`src/rtl/alu_seq_pkg.sv`:
```
// rtl/alu_seq_pkg.sv - shared widths, program depth, FSM encoding and entry type for alu_seq
package alu_seq_pkg;

    localparam int PROG_DEPTH = 4;
    localparam int DATA_W     = 3;
    localparam int IDX_W      = 2;
    localparam int CNT_W      = 3;
    localparam int FLAG_W     = 4;

    typedef enum logic [1:0] {
        ST_IDLE  = 2'd0,
        ST_EXEC  = 2'd1,
        ST_WRITE = 2'd2,
        ST_DONE  = 2'd3
    } state_e;

    typedef struct packed {
        logic [DATA_W-1:0] op;
        logic [DATA_W-1:0] imm;
    } entry_t;

endpackage

```
`src/rtl/alu_seq_edge.sv`:
```
// rtl/alu_seq_edge.sv - registered rising-edge detector, one pulse per 0->1 transition
module edge_pulse (
    input  logic clk,
    input  logic rst_n,
    input  logic level_i,
    output logic pulse_o
);

    logic prev_q;
    logic pulse_q;

    // Registered pulse keeps button levels off any combinational output path.
    always_ff @(posedge clk or negedge rst_n) begin
        if (!rst_n) begin
            prev_q  <= 1'b0;
            pulse_q <= 1'b0;
        end else begin
            prev_q  <= level_i;
            pulse_q <= level_i & ~prev_q;
        end
    end

    assign pulse_o = pulse_q;

endmodule

```
`src/rtl/alu_seq.sv`:
```
// rtl/alu_seq.sv - button-driven 4-entry program sequencer around an external 3-bit ALU
module alu_seq
    import alu_seq_pkg::*;
(
    input  logic              clk,
    input  logic              rst_n,
    input  logic              load_btn,
    input  logic              run_btn,
    input  logic              clr_btn,
    input  logic [DATA_W-1:0] A_in,
    input  logic [DATA_W-1:0] B_in,
    input  logic [DATA_W-1:0] S_in,
    output logic [DATA_W-1:0] alu_A,
    output logic [DATA_W-1:0] alu_B,
    output logic [DATA_W-1:0] alu_S,
    input  logic [DATA_W-1:0] alu_out,
    input  logic [FLAG_W-1:0] alu_flags,
    output logic [DATA_W-1:0] acc,
    output logic [FLAG_W-1:0] flags,
    output logic [CNT_W-1:0]  count,
    output logic              busy,
    output logic              done,
    output logic              err
);

    logic load_p;
    logic run_p;
    logic clr_p;

    edge_pulse u_load_edge (.clk(clk), .rst_n(rst_n), .level_i(load_btn), .pulse_o(load_p));
    edge_pulse u_run_edge  (.clk(clk), .rst_n(rst_n), .level_i(run_btn),  .pulse_o(run_p));
    edge_pulse u_clr_edge  (.clk(clk), .rst_n(rst_n), .level_i(clr_btn),  .pulse_o(clr_p));

    state_e            state_q, state_d;
    logic [DATA_W-1:0] acc_q, acc_d;
    logic [FLAG_W-1:0] flags_q, flags_d;
    logic [CNT_W-1:0]  count_q, count_d;
    logic [IDX_W-1:0]  idx_q, idx_d;
    logic              err_q, err_d;
    entry_t            prog_q [PROG_DEPTH];
    entry_t            prog_d [PROG_DEPTH];

    always_ff @(posedge clk or negedge rst_n) begin
        if (!rst_n) begin
            state_q <= ST_IDLE;
            acc_q   <= '0;
            flags_q <= '0;
            count_q <= '0;
            idx_q   <= '0;
            err_q   <= 1'b0;
            for (int i = 0; i < PROG_DEPTH; i++) begin
                prog_q[i] <= '0;
            end
        end else begin
            state_q <= state_d;
            acc_q   <= acc_d;
            flags_q <= flags_d;
            count_q <= count_d;
            idx_q   <= idx_d;
            err_q   <= err_d;
            prog_q  <= prog_d;
        end
    end

    always_comb begin
        state_d = state_q;
        acc_d   = acc_q;
        flags_d = flags_q;
        count_d = count_q;
        idx_d   = idx_q;
        err_d   = err_q;
        prog_d  = prog_q;

        unique case (state_q)
            ST_IDLE: begin
                // clr outranks run, run outranks load; losers are simply dropped.
                if (clr_p) begin
                    count_d = '0;
                    err_d   = 1'b0;
                end else if (run_p) begin
                    if (count_q != '0) begin
                        state_d = ST_EXEC;
                        acc_d   = A_in;
                        idx_d   = '0;
                    end else begin
                        err_d = 1'b1;
                    end
                end else if (load_p) begin
                    if (count_q == CNT_W'(PROG_DEPTH)) begin
                        err_d = 1'b1;
                    end else begin
                        prog_d[count_q[IDX_W-1:0]] = '{op: S_in, imm: B_in};
                        count_d = count_q + 1'b1;
                    end
                end
            end
            ST_EXEC: begin
                state_d = ST_WRITE;
            end
            ST_WRITE: begin
                acc_d   = alu_out;
                flags_d = alu_flags;
                if ({1'b0, idx_q} == count_q - 1'b1) begin
                    state_d = ST_DONE;
                end else begin
                    idx_d   = idx_q + 1'b1;
                    state_d = ST_EXEC;
                end
            end
            ST_DONE: begin
                state_d = ST_IDLE;
            end
            default: begin
                state_d = ST_IDLE;
            end
        endcase

        if (state_q != ST_IDLE && load_p) begin
            err_d = 1'b1;
        end
    end

    assign alu_A = acc_q;
    assign alu_B = prog_q[idx_q].imm;
    assign alu_S = prog_q[idx_q].op;
    assign acc   = acc_q;
    assign flags = flags_q;
    assign count = count_q;
    assign busy  = (state_q == ST_EXEC) || (state_q == ST_WRITE);
    assign done  = (state_q == ST_DONE);
    assign err   = err_q;

endmodule

```
`config.mk`:
```
export PLATFORM = sky130hd
export DESIGN_NAME = alu_seq
export DESIGN_NICKNAME = d
export VERILOG_FILES = /design/src/rtl/alu_seq_pkg.sv /design/src/rtl/alu_seq_edge.sv /design/src/rtl/alu_seq.sv
export SDC_FILE = /design/constraint.sdc
export NUM_CORES = 1
export LEC_CHECK = 0
export CAP_MARGIN = 20
export CORE_UTILIZATION = 48
export CTS_BUF_LIST = sky130_fd_sc_hd__clkbuf_8
export DETAILED_ROUTE_END_ITERATION = 10
export GPL_TIMING_DRIVEN = 0
export PLACE_DENSITY_LB_ADDON = 0.1
export SYNTH_ARGS = -nofsm -noshare
export SYNTH_HDL_FRONTEND = slang
export SYNTH_SLANG_ARGS = --single-unit
```
`constraint.sdc`:
```
create_clock -name clk -period 1.58 [get_ports clk]
set_clock_uncertainty 0.05 [all_clocks]
set_input_delay 0.316 -clock clk [delete_from_list [all_inputs] [get_ports clk]]
set_output_delay 0.316 -clock clk [all_outputs]
set_load 0.05 [all_outputs]
```
==> Flow_metrics.wiki <==
{| class="wikitable"
! Metric !! Value
|-
| Met3 WL post-DR || 140 um
|-
| Number of H-tree levels || 2
|-
| Final critical delay including setup and external delays || 1870 ps
|-
| Depth of the most critical reg-to-reg path || 6
|-
| Sum of met2 wire segment lengths after detailed routing || 2.38 mm
|-
| Final-report setup violation count || 36
|-
| Average via count per standard cell || 5.28
|-
| Instance count along the most critical hold path || 1
|-
| Clock tree from TritonCTS || yes
|-
| Worst-path maximum fanout || 7
|-
| Routed metal-1 wire length || 2.00 mm
|-
| Die outline height || 69.1 um
|-
| Root Driver || sky130_fd_sc_hd__clkbuf_8
|-
| Post-synthesis cell type with the largest combined area || sky130_fd_sc_hd__dfrtp_1
|-
| Top cell family by delay on the critical path || multiplexers
|-
| Fraction of the mapped netlist area in compound gates || 5.38%
|-
| Largest net degree at the start of global routing || 32
|-
| Top Ports || 43
|-
| Static power due to leakage || 1.42 nW
|-
| Wire length of the first global-routing pass || 7.55 mm
|-
| Register bit count reported by yosys || 45
|-
| Hpwl dp || 2.95 mm
|-
| All-Layer GR Usage || 20.1%
|-
| Post-route worst setup slack || -288 ps
|-
| Top cells by area in the synthesized netlist || sky130_fd_sc_hd__dfrtp_1 52%, sky130_fd_sc_hd__mux2_4 13%, sky130_fd_sc_hd__mux4_2 6.2%
|-
| Initial antenna violation count || 0
|-
| Max Slew Vio Count || 0
|-
| Total negative slack for setup checks || -4950 ps
|-
| Num CTS Buffers || 5
|-
| Final design area excluding fillers || 3090 sq um
|-
| Share of synthesized cell area in full adder, half adder and majority cells || 4.63%
|-
| Max-cap violations || 0
|-
| Initial cell density of the core || 49.7%
|-
| Final GP Congestion || 0.707
|-
| Antenna violation net count after detailed routing || 0
|-
| Die area || 4780 sq um
|-
| Most prevalent standard cell on the critical path || sky130_fd_sc_hd__buf_6
|-
| Number of enable-type register cells in the synthesized netlist || 0
|-
| Sequential element share of the synthesized area || 52.1%
|-
| Transition at the pin with the smallest max-transition slack || 503 ps
|-
| Critical path startpoint category || flip-flop
|-
| Startpoint-to-endpoint class of the critical path || flip-flop to primary output
|-
| Syn. warnings || 0
|-
| Site row count || 24
|-
| Most used flip-flop cell after synthesis || sky130_fd_sc_hd__dfrtp_1
|-
| Switching power of the nets || 0.00319 W
|-
| Diode count || 0
|-
| Portion of total power attributed to the clock network || 10.7%
|-
| Highest metal used || met4
|-
| Slowest cell on the critical path || sky130_fd_sc_hd__mux4_2
|-
| Synthesized instance count || 151
|-
| Power density relative to cell area || 2370 nW/um^2
|-
| Violations in the final reports || negative setup slack
|-
| Unique masters post-synth || 31
|-
| Maximum count of clock buffers along a single path || 2
|-
| Final worst hold slack || 348 ps
|-
| Via count of the first global-routing pass || 1,591
|-
| Fin crit share || 118%
|-
| Share of flip-flops with an asynchronous set or reset || 100%
|-
| Post-layout net count || 247
|-
| Crit path DAT || 1500 ps
|-
| Switching portion of total power || 43.4%
|-
| Hold/Removal Path Class || flip-flop to flip-flop
|-
| Post-synthesis share of cell area spent on xor and xnor gates || 2.03%
|-
| Post-synthesis mux area share || 25.8%
|-
| Share of layout cells above drive strength 1 || 52.1%
|-
| Hold violation total from the final report || 0
|-
| CP Data Required Time || 1210 ps
|-
| Layout overhead on the synthesized area || 43.1%
|-
| Number of clock sinks seen by CTS || 45
|-
| Dominant combinational cell family by area after synthesis || multiplexers
|-
| Die Width || 69.1 um
|-
| Max-slew headroom at the worst pin || 66.6%
|-
| Cell-internal power || 0.00415 W
|-
| Area inside the core boundary || 4350 sq um
|-
| Post-Synth Simple-Gate Area || 7.06%
|-
| Syn Area/Cell || 14.3 sq um
|-
| Placed cell area || 2730 sq um
|-
| Combinational cell fraction of total power || 62.5%
|-
| Buffers plus inverters on the worst setup path || 2
|-
| Sequential share of power || 26.8%
|-
| Source-to-sink clock delay at the later pin of the worst-skew pair || 300 ps
|-
| Peak per-stage delay on the critical path || 520 ps
|-
| Clock slew seen by the registers of the worst setup and hold paths || 80 ps
|-
| Via Count || 1,430
|-
| Total nets after synthesis || 180
|-
| First-iteration detailed-routing DRC count || 46
|-
| Post-Synthesis Cell Area || 2160 sq um
|-
| Fmax achieved || 535 MHz
|-
| Area share of the largest cell type after synthesis || 52.1%
|-
| Depth of the critical timing path with buffers and inverters included || 3
|-
| Maximum VDD drop || 0.00150 V
|-
| Worst setup EP type || primary output
|-
| Cells traversed along the worst timing path || buf_6 > mux4_2 > buf_6
|-
| First-pass detailed-route iteration total || 4
|-
| Number of port buffers || 42
|-
| DRC violations left || 0
|-
| Post-Place Worst Slack || -629 ps
|-
| RSZ-0062 raised after global routing || true
|-
| Total global routing overflow || 0
|-
| Post-DR wirelength/cell || 17.0 um
|-
| Result of the run || finished with violations
|-
| Final WL || 4.60 mm
|}
## cells in the mapped netlist, drive strengths merged, types with 2 or more instances
master,count
dfrtp,45
and3b,2
nand2b,2
nand2,11
o21ai,5
inv,6
mux4,6
a31oi,2
a22oi,2
mux2i,4
o31a,2
xnor2,3
ha,8
nand3b,2
nor2b,4
buf,7
mux2,28
xor2,2
a21oi,3
## cell usage in the layout (no fill, tap or decap), drive strengths merged, types with 2 or more instances in the layout
cell	Yosys	final
a21oi	3	3
a22oi	2	2
a31oi	2	2
and3b	2	2
buf	7	35
clkbuf	0	11
clkdlybuf4s15	0	6
clkdlybuf4s50	0	19
dfrtp	45	45
dlygate4sd2	0	2
ha	8	8
inv	6	6
mux2	28	28
mux2i	4	4
mux4	6	6
nand2	11	11
nand2b	2	2
nand3b	2	2
nor2b	4	4
o21ai	5	5
o31a	2	2
xnor2	3	3
xor2	2	2
## power groups by stage
stage               Sequential (W)  Clock, W  Combinational (W)
floorplan                  0.00237         0            0.00255
global placement           0.00195         0            0.00387
detailed placement         0.00200         0            0.00394
CTS                        0.00195  0.000796            0.00424
global route               0.00203  0.000845            0.00482
finish                     0.00197  0.000783            0.00458
## cell type report
class	count	area, sq um
tap	52	65.1
clock buffer	7	96.3
fill	296	1260
timing repair buffer	60	578
sequential	45	1130
clock inverter	1	5.00
multi-input combinational	93	1140
inverter	6	25.0
buffer	7	57.6
## registers in the layout, summed over array words and instances (netlist names), 2 cells and up
signal   cells
state_q      2
count        3
acc          3
flags        4
idx_q        2
prog_q      24
## cells by family (layout without fill, tap and decap cells)
group	Yosys count	count (layout)
AO/OA/AOI/OAI	18	18
multiplexers	38	38
AND/OR/NAND/NOR	24	24
flip-flops	45	45
adder cells (fa/ha/maj)	8	8
XOR/XNOR	5	5
buffers and inverters	13	81
## what timing repair did
item,4_1_cts,5_1_grt
buffers inserted,11,5
hold endpoints to repair,14,0
hold buffers,1,0
pin swaps,5,6
endpoints found under the setup margin,51,50
gates cloned,0,0
gates resized for setup,99,36
## stage by stage
stage,utilization [%],power [W],cells
final,71.0,0.00734,271
after global routing,71.0,0.00769,271
after CTS,68.4,0.00699,266
after detailed placement,62.6,0.00594,246
after global placement,62.2,0.00582,245
after floorplan,-,0.00493,151
## metal layers
layer  track usage (%)  up-vias
met5                 0        -
li1                  -      668
met2              36.4       30
met3              3.36        7
met4              6.80        0
met1              24.1      725
## path summary, 6_finish.rpt
check	from	to	slack [ps]
max in group asynchronous	rst_n	state_q[1]	600
worst max-delay path	idx_q[0]	alu_S[2]	-290
min in group asynchronous	rst_n	prog_q[18]	400
worst max register to register	state_q[1]	prog_q[12]	-150
worst min-delay path	u_clr_edge.prev_q	u_clr_edge.pulse_o	350
worst min register to register	u_clr_edge.prev_q	u_clr_edge.pulse_o	350
Power figures use the tool's default switching activity.
